$ cat config.mk
export PLATFORM = sky130hd
export DESIGN_NAME = store_narrow_unit_flat
export DESIGN_NICKNAME = d
export VERILOG_FILES = /design/src/rtl/store_narrow_unit_pkg.sv /design/src/rtl/store_narrow_unit_if.sv /design/src/rtl/store_narrow_unit_align.sv /design/src/rtl/store_narrow_unit.sv /design/src/flat_wrapper.sv
export SDC_FILE = /design/constraint.sdc
export NUM_CORES = 1
export LEC_CHECK = 0
export CAP_MARGIN = 20
export CORE_MARGIN = 4
export CORE_UTILIZATION = 46
export DETAILED_ROUTE_END_ITERATION = 10
export HOLD_SLACK_MARGIN = 0.06
export MAX_ROUTING_LAYER = met4
export PLACE_DENSITY_LB_ADDON = 0.25
export SLEW_MARGIN = 10
export SYNTH_ARGS = -nofsm -noshare
export SYNTH_HDL_FRONTEND = slang
export SYNTH_SLANG_ARGS = --single-unit
$ cat constraint.sdc
create_clock -name clk -period 8.08 [get_ports clk]
set_input_delay 2.424 -clock clk [delete_from_list [all_inputs] [get_ports clk]]
set_output_delay 2.424 -clock clk [all_outputs]
set_load 0.01 [all_outputs]
$ cat src/rtl/store_narrow_unit_pkg.sv
// Shared encodings for the store narrowing unit: access sizes, FSM states,
// strobe base patterns and the alignment rule used when accepting a store.
package store_pkg;

    typedef enum logic [1:0] {
        SZ_BYTE = 2'b00,
        SZ_HALF = 2'b01,
        SZ_WORD = 2'b10,
        SZ_RSVD = 2'b11
    } size_e;

    typedef enum logic {
        S_IDLE  = 1'b0,
        S_ISSUE = 1'b1
    } state_e;

    localparam logic [3:0] STRB_BYTE = 4'b0001;
    localparam logic [3:0] STRB_HALF = 4'b0011;
    localparam logic [3:0] STRB_WORD = 4'b1111;

    // Reserved size is reported as misaligned so it never reaches memory.
    function automatic logic is_misaligned(input logic [1:0] size, input logic [1:0] lane);
        logic mis;
        case (size)
            SZ_BYTE: mis = 1'b0;
            SZ_HALF: mis = lane[0];
            SZ_WORD: mis = (lane != 2'b00);
            default: mis = 1'b1;
        endcase
        return mis;
    endfunction

endpackage

$ cat src/rtl/store_narrow_unit_if.sv
// Store request and data-memory write channel of the store narrowing unit.
// master = pipeline/memory side, slave = the unit itself.
interface store_narrow_unit_if;
    logic        st_valid;
    logic        st_ready;
    logic [31:0] st_addr;
    logic [31:0] st_data;
    logic [1:0]  st_size;
    logic        mem_wvalid;
    logic        mem_wready;
    logic [31:0] mem_waddr;
    logic [31:0] mem_wdata;
    logic [3:0]  mem_wstrb;

    modport master (
        output st_valid, st_addr, st_data, st_size, mem_wready,
        input  st_ready, mem_wvalid, mem_waddr, mem_wdata, mem_wstrb
    );

    modport slave (
        input  st_valid, st_addr, st_data, st_size, mem_wready,
        output st_ready, mem_wvalid, mem_waddr, mem_wdata, mem_wstrb
    );
endinterface

$ cat src/rtl/store_narrow_unit_align.sv
// Combinational lane placement, strobe generation and misalign detection.
// With STORE_TRUNC_CHECK_EN defined it also flags lossy byte/half narrowing.
module store_lane_align
    import store_pkg::*;
(
    input  logic [1:0]  lane,
    input  logic [1:0]  size,
    input  logic [31:0] data,
    output logic [31:0] wdata,
    output logic [3:0]  wstrb,
    output logic        misalign
`ifdef STORE_TRUNC_CHECK_EN
    ,
    output logic        trunc
`endif
);

    // Every lane carries the datum that would land there for its size, so the
    // strobes alone select the bytes memory actually writes.
    generate
        for (genvar gi = 0; gi < 4; gi++) begin : g_lane
            assign wdata[gi*8 +: 8] = (size == SZ_BYTE) ? data[7:0] :
                                      (size == SZ_HALF) ? data[(gi % 2)*8 +: 8] :
                                                          data[gi*8 +: 8];
        end
    endgenerate

    always_comb begin
        wstrb = 4'b0000;
        case (size)
            SZ_BYTE: wstrb = STRB_BYTE << lane;
            SZ_HALF: wstrb = STRB_HALF << lane;
            SZ_WORD: wstrb = STRB_WORD;
            default: wstrb = 4'b0000;
        endcase
    end

    assign misalign = is_misaligned(size, lane);

`ifdef STORE_TRUNC_CHECK_EN
    logic [31:0] byte_sext, byte_zext, half_sext, half_zext;

    assign byte_sext = {{24{data[7]}}, data[7:0]};
    assign byte_zext = {24'h000000, data[7:0]};
    assign half_sext = {{16{data[15]}}, data[15:0]};
    assign half_zext = {16'h0000, data[15:0]};

    // Lossy only when the register value is neither the signed nor the
    // unsigned reading of the narrowed datum.
    always_comb begin
        trunc = 1'b0;
        case (size)
            SZ_BYTE: trunc = (data != byte_sext) && (data != byte_zext);
            SZ_HALF: trunc = (data != half_sext) && (data != half_zext);
            default: trunc = 1'b0;
        endcase
    end
`endif

endmodule

$ cat src/rtl/store_narrow_unit.sv
// Store narrowing unit: places SB/SH/SW data on byte lanes and runs the memory
// write handshake with timeout. Optional lossy-narrow flag: STORE_TRUNC_CHECK_EN.
module store_narrow_unit
    import store_pkg::*;
#(
    parameter int TIMEOUT = 16,
    parameter int CNT_W   = 8
) (
    input  logic                 clk,
    input  logic                 rst,
    store_narrow_unit_if.slave   bus,
    output logic                 busy,
    output logic                 done,
    output logic                 err_misalign,
    output logic                 err_timeout,
    output logic                 err_trunc
);

    localparam logic [CNT_W-1:0] CNT_LAST = CNT_W'(TIMEOUT - 1);

    state_e            state_reg, state_next;
    logic [CNT_W-1:0]  cnt_reg, cnt_next;
    logic [31:0]       waddr_reg, waddr_next;
    logic [31:0]       wdata_reg, wdata_next;
    logic [3:0]        wstrb_reg, wstrb_next;
    logic              done_reg, done_next;
    logic              misalign_reg, misalign_next;
    logic              timeout_reg, timeout_next;

    logic [31:0]       al_wdata;
    logic [3:0]        al_wstrb;
    logic              al_misalign;
    logic              accept;

`ifdef STORE_TRUNC_CHECK_EN
    logic              al_trunc;
    logic              trunc_pend_reg, trunc_pend_next;
    logic              trunc_reg, trunc_next;
`endif

    store_lane_align u_align (
        .lane     (bus.st_addr[1:0]),
        .size     (bus.st_size),
        .data     (bus.st_data),
        .wdata    (al_wdata),
        .wstrb    (al_wstrb),
        .misalign (al_misalign)
`ifdef STORE_TRUNC_CHECK_EN
        ,
        .trunc    (al_trunc)
`endif
    );

    assign bus.st_ready   = (state_reg == S_IDLE);
    assign busy           = ~bus.st_ready;
    assign accept         = bus.st_valid && bus.st_ready;
    assign bus.mem_wvalid = (state_reg == S_ISSUE);
    assign bus.mem_waddr  = waddr_reg;
    assign bus.mem_wdata  = wdata_reg;
    assign bus.mem_wstrb  = wstrb_reg;
    assign done           = done_reg;
    assign err_misalign   = misalign_reg;
    assign err_timeout    = timeout_reg;

    always_comb begin
        state_next    = state_reg;
        cnt_next      = cnt_reg;
        waddr_next    = waddr_reg;
        wdata_next    = wdata_reg;
        wstrb_next    = wstrb_reg;
        done_next     = 1'b0;
        misalign_next = 1'b0;
        timeout_next  = 1'b0;
`ifdef STORE_TRUNC_CHECK_EN
        trunc_pend_next = trunc_pend_reg;
        trunc_next      = 1'b0;
`endif
        case (state_reg)
            S_IDLE: begin
                if (accept) begin
                    if (al_misalign) begin
                        misalign_next = 1'b1;
                    end else begin
                        waddr_next = {bus.st_addr[31:2], 2'b00};
                        wdata_next = al_wdata;
                        wstrb_next = al_wstrb;
                        cnt_next   = '0;
                        state_next = S_ISSUE;
`ifdef STORE_TRUNC_CHECK_EN
                        trunc_pend_next = al_trunc;
`endif
                    end
                end
            end
            S_ISSUE: begin
                // Acceptance is tested first so a last-cycle wready still wins.
                if (bus.mem_wready) begin
                    done_next  = 1'b1;
                    state_next = S_IDLE;
`ifdef STORE_TRUNC_CHECK_EN
                    trunc_next = trunc_pend_reg;
`endif
                end else if (cnt_reg == CNT_LAST) begin
                    timeout_next = 1'b1;
                    state_next   = S_IDLE;
                end else begin
                    cnt_next = cnt_reg + 1'b1;
                end
            end
            default: state_next = S_IDLE;
        endcase
    end

    always_ff @(posedge clk or posedge rst) begin
        if (rst) begin
            state_reg    <= S_IDLE;
            cnt_reg      <= '0;
            waddr_reg    <= '0;
            wdata_reg    <= '0;
            wstrb_reg    <= '0;
            done_reg     <= 1'b0;
            misalign_reg <= 1'b0;
            timeout_reg  <= 1'b0;
        end else begin
            state_reg    <= state_next;
            cnt_reg      <= cnt_next;
            waddr_reg    <= waddr_next;
            wdata_reg    <= wdata_next;
            wstrb_reg    <= wstrb_next;
            done_reg     <= done_next;
            misalign_reg <= misalign_next;
            timeout_reg  <= timeout_next;
        end
    end

`ifdef STORE_TRUNC_CHECK_EN
    always_ff @(posedge clk or posedge rst) begin
        if (rst) begin
            trunc_pend_reg <= 1'b0;
            trunc_reg      <= 1'b0;
        end else begin
            trunc_pend_reg <= trunc_pend_next;
            trunc_reg      <= trunc_next;
        end
    end

    assign err_trunc = trunc_reg;
`else
    assign err_trunc = 1'b0;
`endif

endmodule
$ cat src/flat_wrapper.sv
// flat-port wrapper written by rule: the top's interface ports become plain ports
module store_narrow_unit_flat import store_pkg::*;
#(
    parameter int TIMEOUT = 16,
    parameter int CNT_W   = 8
)
  (clk, rst, busy, done, err_misalign, err_timeout, err_trunc, bus_st_valid, bus_st_addr, bus_st_data, bus_st_size, bus_mem_wready, bus_st_ready, bus_mem_wvalid, bus_mem_waddr, bus_mem_wdata, bus_mem_wstrb);
  store_narrow_unit_if bus_i ();
  input  logic clk;
  input  logic rst;
  output logic busy;
  output logic done;
  output logic err_misalign;
  output logic err_timeout;
  output logic err_trunc;
  input wire logic [$bits(bus_i.st_valid)-1:0] bus_st_valid;
  input wire logic [$bits(bus_i.st_addr)-1:0] bus_st_addr;
  input wire logic [$bits(bus_i.st_data)-1:0] bus_st_data;
  input wire logic [$bits(bus_i.st_size)-1:0] bus_st_size;
  input wire logic [$bits(bus_i.mem_wready)-1:0] bus_mem_wready;
  output wire logic [$bits(bus_i.st_ready)-1:0] bus_st_ready;
  output wire logic [$bits(bus_i.mem_wvalid)-1:0] bus_mem_wvalid;
  output wire logic [$bits(bus_i.mem_waddr)-1:0] bus_mem_waddr;
  output wire logic [$bits(bus_i.mem_wdata)-1:0] bus_mem_wdata;
  output wire logic [$bits(bus_i.mem_wstrb)-1:0] bus_mem_wstrb;
  assign bus_i.st_valid = bus_st_valid;
  assign bus_i.st_addr = bus_st_addr;
  assign bus_i.st_data = bus_st_data;
  assign bus_i.st_size = bus_st_size;
  assign bus_i.mem_wready = bus_mem_wready;
  assign bus_st_ready = bus_i.st_ready;
  assign bus_mem_wvalid = bus_i.mem_wvalid;
  assign bus_mem_waddr = bus_i.mem_waddr;
  assign bus_mem_wdata = bus_i.mem_wdata;
  assign bus_mem_wstrb = bus_i.mem_wstrb;
  store_narrow_unit #(.TIMEOUT(TIMEOUT), .CNT_W(CNT_W)) u_core (.clk(clk), .rst(rst), .bus(bus_i), .busy(busy), .done(done), .err_misalign(err_misalign), .err_timeout(err_timeout), .err_trunc(err_trunc));
endmodule
# Word-level counts from Yosys, hierarchy flattened
# Index checks and enable logic that the tools add are counted.
[word_totals]
register_bits = 78
in_bits = 70
out_inout_bits = 75
elab_cells = 50
[classes]
addsub = 1
n_eq_ne = 7
n_shift = 2
muxes = 25
bitwise_logic = 2
reduce_logical = 5
[ops]
columns = ["operator", "n"]
rows = [
  ["$mux 8", 9],
  ["$pmux 8 s2", 1],
  ["$mux 1", 12],
  ["$pmux 4 s3", 1],
  ["$add 8x1->8 const B", 1],
  ["$eq 8x4->1 const B", 1],
  ["$ne 2x2->1 const B", 4],
  ["$reduce_and 4->1", 1],
  ["$shl 1x2->4 const A", 1],
  ["$shl 2x2->4 const A", 1],
  ["$pmux 1 s3", 1],
  ["$reduce_and 3->1", 1],
  ["$eq 2x1->1 const B", 1],
  ["$eq 2x2->1 const B", 1],
  ["$logic_not 2->1", 1],
  ["$not 1->1", 2],
  ["$pmux 1 s2", 1],
  ["$reduce_bool 2->1", 1],
  ["$logic_and 1x1->1", 1],
]

# Logic depth before layout (Yosys ltp)
[logic_depth]
ltp_word = 5
ltp_mapped = 7
depth_no_buf = 6

# Cells and area by module
# Synthesis repeated with hierarchy kept, for this count alone.
[hier_totals]
cells_unflattened = 414
area_unflattened_um2 = 3647.2
[modules_own_cells]
columns = ["module", "instances", "cells_each", "area_each_um2", "seq_area_each_um2"]
rows = [
  ["store_narrow_unit", 1, 348, 3125.5, 1951.9],
  ["store_lane_align", 1, 66, 521.8, 0.0],
]

# Worst setup path after synthesis
# OpenSTA, ideal clock, no wires.
[synth_timing]
path_type = "input port to flip-flop"
startpoint = "in bus_st_size[0]"
endpoint = "reg u_core.waddr_reg[10] (netlist: u_core.bus.mem_waddr[10])"
setup_ns = 0.125
arrival_ns = 3.498
setup_slack_ns = 4.457
cell_stages = 5
path_buffers = 2
path_cell_list = "buf_2 > nor3_4 > o21ai_2 > buf_2 > mux2_2"
[synth_between]
elab_chain_len = 4
[synth_lines]
columns = ["item", "line_no", "text"]
rows = [
  ["start: declaration", "flat_wrapper.sv:19", "input wire logic [$bits(bus_i.st_size)-1:0] bus_st_size;"],
  ["$eq 2x2->1, or another cell as far along", "store_narrow_unit_pkg.sv:24", "case (size)"],
  ["$pmux 1 s3 *", "store_narrow_unit_pkg.sv:24", ""],
  ["$not 1->1 (no line) *", "-", ""],
  ["$reduce_and 3->1 (no line) *", "-", ""],
  ["end signal: assignment", "store_narrow_unit.sv:127", "waddr_reg <= waddr_next;"],
  ["end: declaration", "store_narrow_unit.sv:23", "logic [31:0] waddr_reg, waddr_next;"],
]
# Mark *: on every way between the ends. The rest lies on a longest branch, timed or not.
# A chain may end at the register's enable or synchronous reset.

# Worst setup path after layout
[layout_timing]
startpoint = "in bus_st_size[0]"
endpoint = "reg u_core.waddr_reg[29] (netlist: u_core.bus.mem_waddr[29])"
# The elaborated chain is that of the path after synthesis.

==> results.json <==
{
  "drv_slew": 0,
  "yosysSeqAreaShare_pct": 57.3,
  "hpwl_microns": 6130,
  "wl_met3_microns": 647,
  "synthCells": 294,
  "num_vias": 2682,
  "holdPathStages": 2,
  "arrival_ns": 5.13,
  "ios": 145,
  "fp.dieW_microns": 94.1,
  "end_kind": "register",
  "critPathLaunchType": "input pin",
  "fin_worst_skew_ns": 0.0108,
  "status": "finished, final reports clean",
  "synth_top_area_share_pct": 57.3,
  "power.leakage_nw": 2.21,
  "largest_reg_flops": 32,
  "drive_gt1_share_pct": 14.3,
  "seq_power_share_pct": 43.5,
  "firstDrtPassIters": 4,
  "p_int_uw": 882,
  "rows": 31,
  "rr_endpoint": "u_core.bus.mem_waddr[29]",
  "cts_tree": "yes",
  "hold_viol_final": 0,
  "final_nets": 502,
  "critPathKind": "in -> reg",
  "p_comb_share_pct": 32.7,
  "dr_wl_met2_microns": 4000,
  "synth_area_sq_um": 3410,
  "clkSinkCount": 78,
  "synth_warnings": 0,
  "synth_top_cell_by_area": "dfrtp_1",
  "synth_common_cells": "dfrtp_1 (78), mux2_2 (38), nand2_1 (36)",
  "core_sq_um": 7210,
  "r2r_slack_ns": 6.21,
  "grt_usage_pct": 20.4,
  "synthTopCellsByArea": "dfrtp_1 (57%), mux2_2 (13%), mux2i_1 (7.6%)",
  "synth-main-ff-cell": "dfrtp_1",
  "clock_latency_ns": 0.34,
  "clk_pin_slew_worst_paths_ns": 0.07,
  "fin_crit_sh_pct": 60.8,
  "wl_per_cell_microns": 15.6,
  "finalWirelength_microns": 8340,
  "htreeDepth": 3,
  "viasPerCell": 5.02,
  "clock.fmax_ghz": 0.204,
  "r2r_cells": 4,
  "worst_pin_slew_ns": 0.956,
  "drcViolationCount": 0,
  "drt-met1-wl_microns": 3550,
  "hold_start": "u_core.bus.mem_wstrb[1]",
  "p_per_area_nw_per_um2": 241,
  "fin_util_pct": 70.4,
  "die_y_microns": 94.1,
  "switching_share_pct": 27.9,
  "port-buffer-count": 141,
  "rsz0062_at_grt": "no",
  "cts-buffers-inserted": 9,
  "power.net_switching_uw": 341,
  "ant_nets": 0,
  "vdd_drop_max_mv": 0.152,
  "min_path_type": "reg -> reg",
  "fin_crit_ns": 4.91,
  "max_cap_violations": 0,
  "syn_to_final_growth_pct": 49.1,
  "rr_startpoint": "u_core.bus.mem_wvalid",
  "synth_edf_count": 0,
  "required_ns": 8.30,
  "gp_congestion": 0.821,
  "synth.most_common_cell": "dfrtp_1",
  "post_cts_resized": 0,
  "whs_endpoint": "u_core.bus.mem_wstrb[1]",
  "nFillCells": 564,
  "grt_pass1_vias": 2768,
  "postCtsSetupBuffers": 0,
  "highest_layer": "met4",
  "overflow": 0,
  "async_reset_ff_share_pct": 100,
  "cts_hold_buf": 0,
  "syn_area_per_cell_sq_um": 11.6,
  "total_power_mw": 1.22,
  "initial_core_util_pct": 47.2,
  "setup_viol_count_final": 0,
  "crit_fanout": 67,
  "setup_tns_ns": 0,
  "grt_pass1_wl_microns": 13500,
  "clock_power_share_pct": 23.8,
  "max-slew-margin-rel_pct": 36.2,
  "drt-initial-drc-count": 93,
  "antenna_found_initial": 0,
  "antenna_cells": 0,
  "synth_cell_type_count": 34,
  "cts.path.max_buffers": 2,
  "root_buffer": "clkbuf_8",
  "dieArea_sq_um": 8850,
  "ys_ff_latch": 78,
  "grt_max_degree": 79
}
-- per-stage QoR --
step / std cells / hold slack [ns] / cell area [sq um] / setup slack, ns
2_1_floorplan: 296 / 0.452 / 3420 / 3.66
3_3_place_gp: 519 / 0.462 / 4880 / 2.83
3_5_place_dp: 519 / 0.471 / 4880 / 2.79
4_1_cts: 534 / 0.489 / 5080 / 3.15
5_1_grt: 534 / 0.516 / 5080 / 3.00
6_report: 534 / 0.481 / 5080 / 3.17
-- routing by layer --
metal  track usage, %  up-vias
li1                 -     1281
met1             25.4     1285
met2             31.8      100
met3             6.01       16
met4             7.70        0
met5                -        -
-- placed cells by master (no fill, tap or decap), drive strengths merged --
cell type,count
clkdlybuf4s50,141
dfrtp,78
mux2,38
nand2,36
o21ai,34
mux2i,26
nor2,16
a21oi,13
clkbuf,12
a31oi,4
inv,4
nand3,3
nor3b,3
conb,3
nor3,3
clkinv,3
buf,3
and3,2
nand2b,2
and2,2
nor2b,1
nor4,1
a21o,1
nand4,1
a41oi,1
a22o,1
a211o,1
ha,1
bufinv,1
-- logic make-up after synthesis --
family,count (synthesis),synth area share (%)
buf+inv,25,3.82
compound gates,55,8.85
other cells,1,0.110
mux,64,20.2
flops,78,57.3
simple gates,70,9.40
fa+ha+maj,1,0.367
-- worst max-delay path, stage by stage --
cell and delay, ns:
clkdlybuf4s50_1 1.05, a21oi_2 0.16, o21ai_4 0.73, buf_12 0.35
mux2_2 0.37
-- how the worst max path moves through the flow --
| stage | slack [ns] | endpoint | from | cells after the start |
|---|---|---|---|---|
| 6_report | 3.17 | u_core.bus.mem_waddr[29] | bus_st_size[0] | 5 |
| 5_1_grt | 3.00 | u_core.bus.mem_waddr[25] | bus_st_size[0] | 5 |
| 4_1_cts | 3.15 | u_core.bus.mem_waddr[16] | bus_st_size[0] | 5 |
| 3_5_place_dp | 2.79 | u_core.bus.mem_waddr[16] | bus_st_size[0] | 5 |
| 3_3_place_gp | 2.83 | u_core.bus.mem_wdata[3] | bus_st_size[0] | 5 |
| 2_1_floorplan | 3.66 | u_core.bus.mem_waddr[10] | rst | 1 |
-- layout make-up --
class                           count  area (sq um)  area share, %
Sequential cell                    78          1950           38.4
Timing Repair Buffer              144          1450           28.5
Multi-Input combinational cell    193          1340           26.4
Clock buffer                       12           155           3.05
Tap cell                           99           124           2.44
Clock inverter                      3          43.8          0.862
Inverter                            5          20.0          0.394
-- power groups by stage --
stage          clock network (mW)  logic (mW)  registers (mW)
2_1_floorplan                   0       0.119           0.576
3_3_place_gp                    0       0.397           0.535
3_5_place_dp                    0       0.405           0.540
4_1_cts                     0.300       0.407           0.532
5_1_grt                     0.317       0.434           0.544
6_report                    0.291       0.400           0.531
No activity file was read; power rests on OpenSTA's default activity.
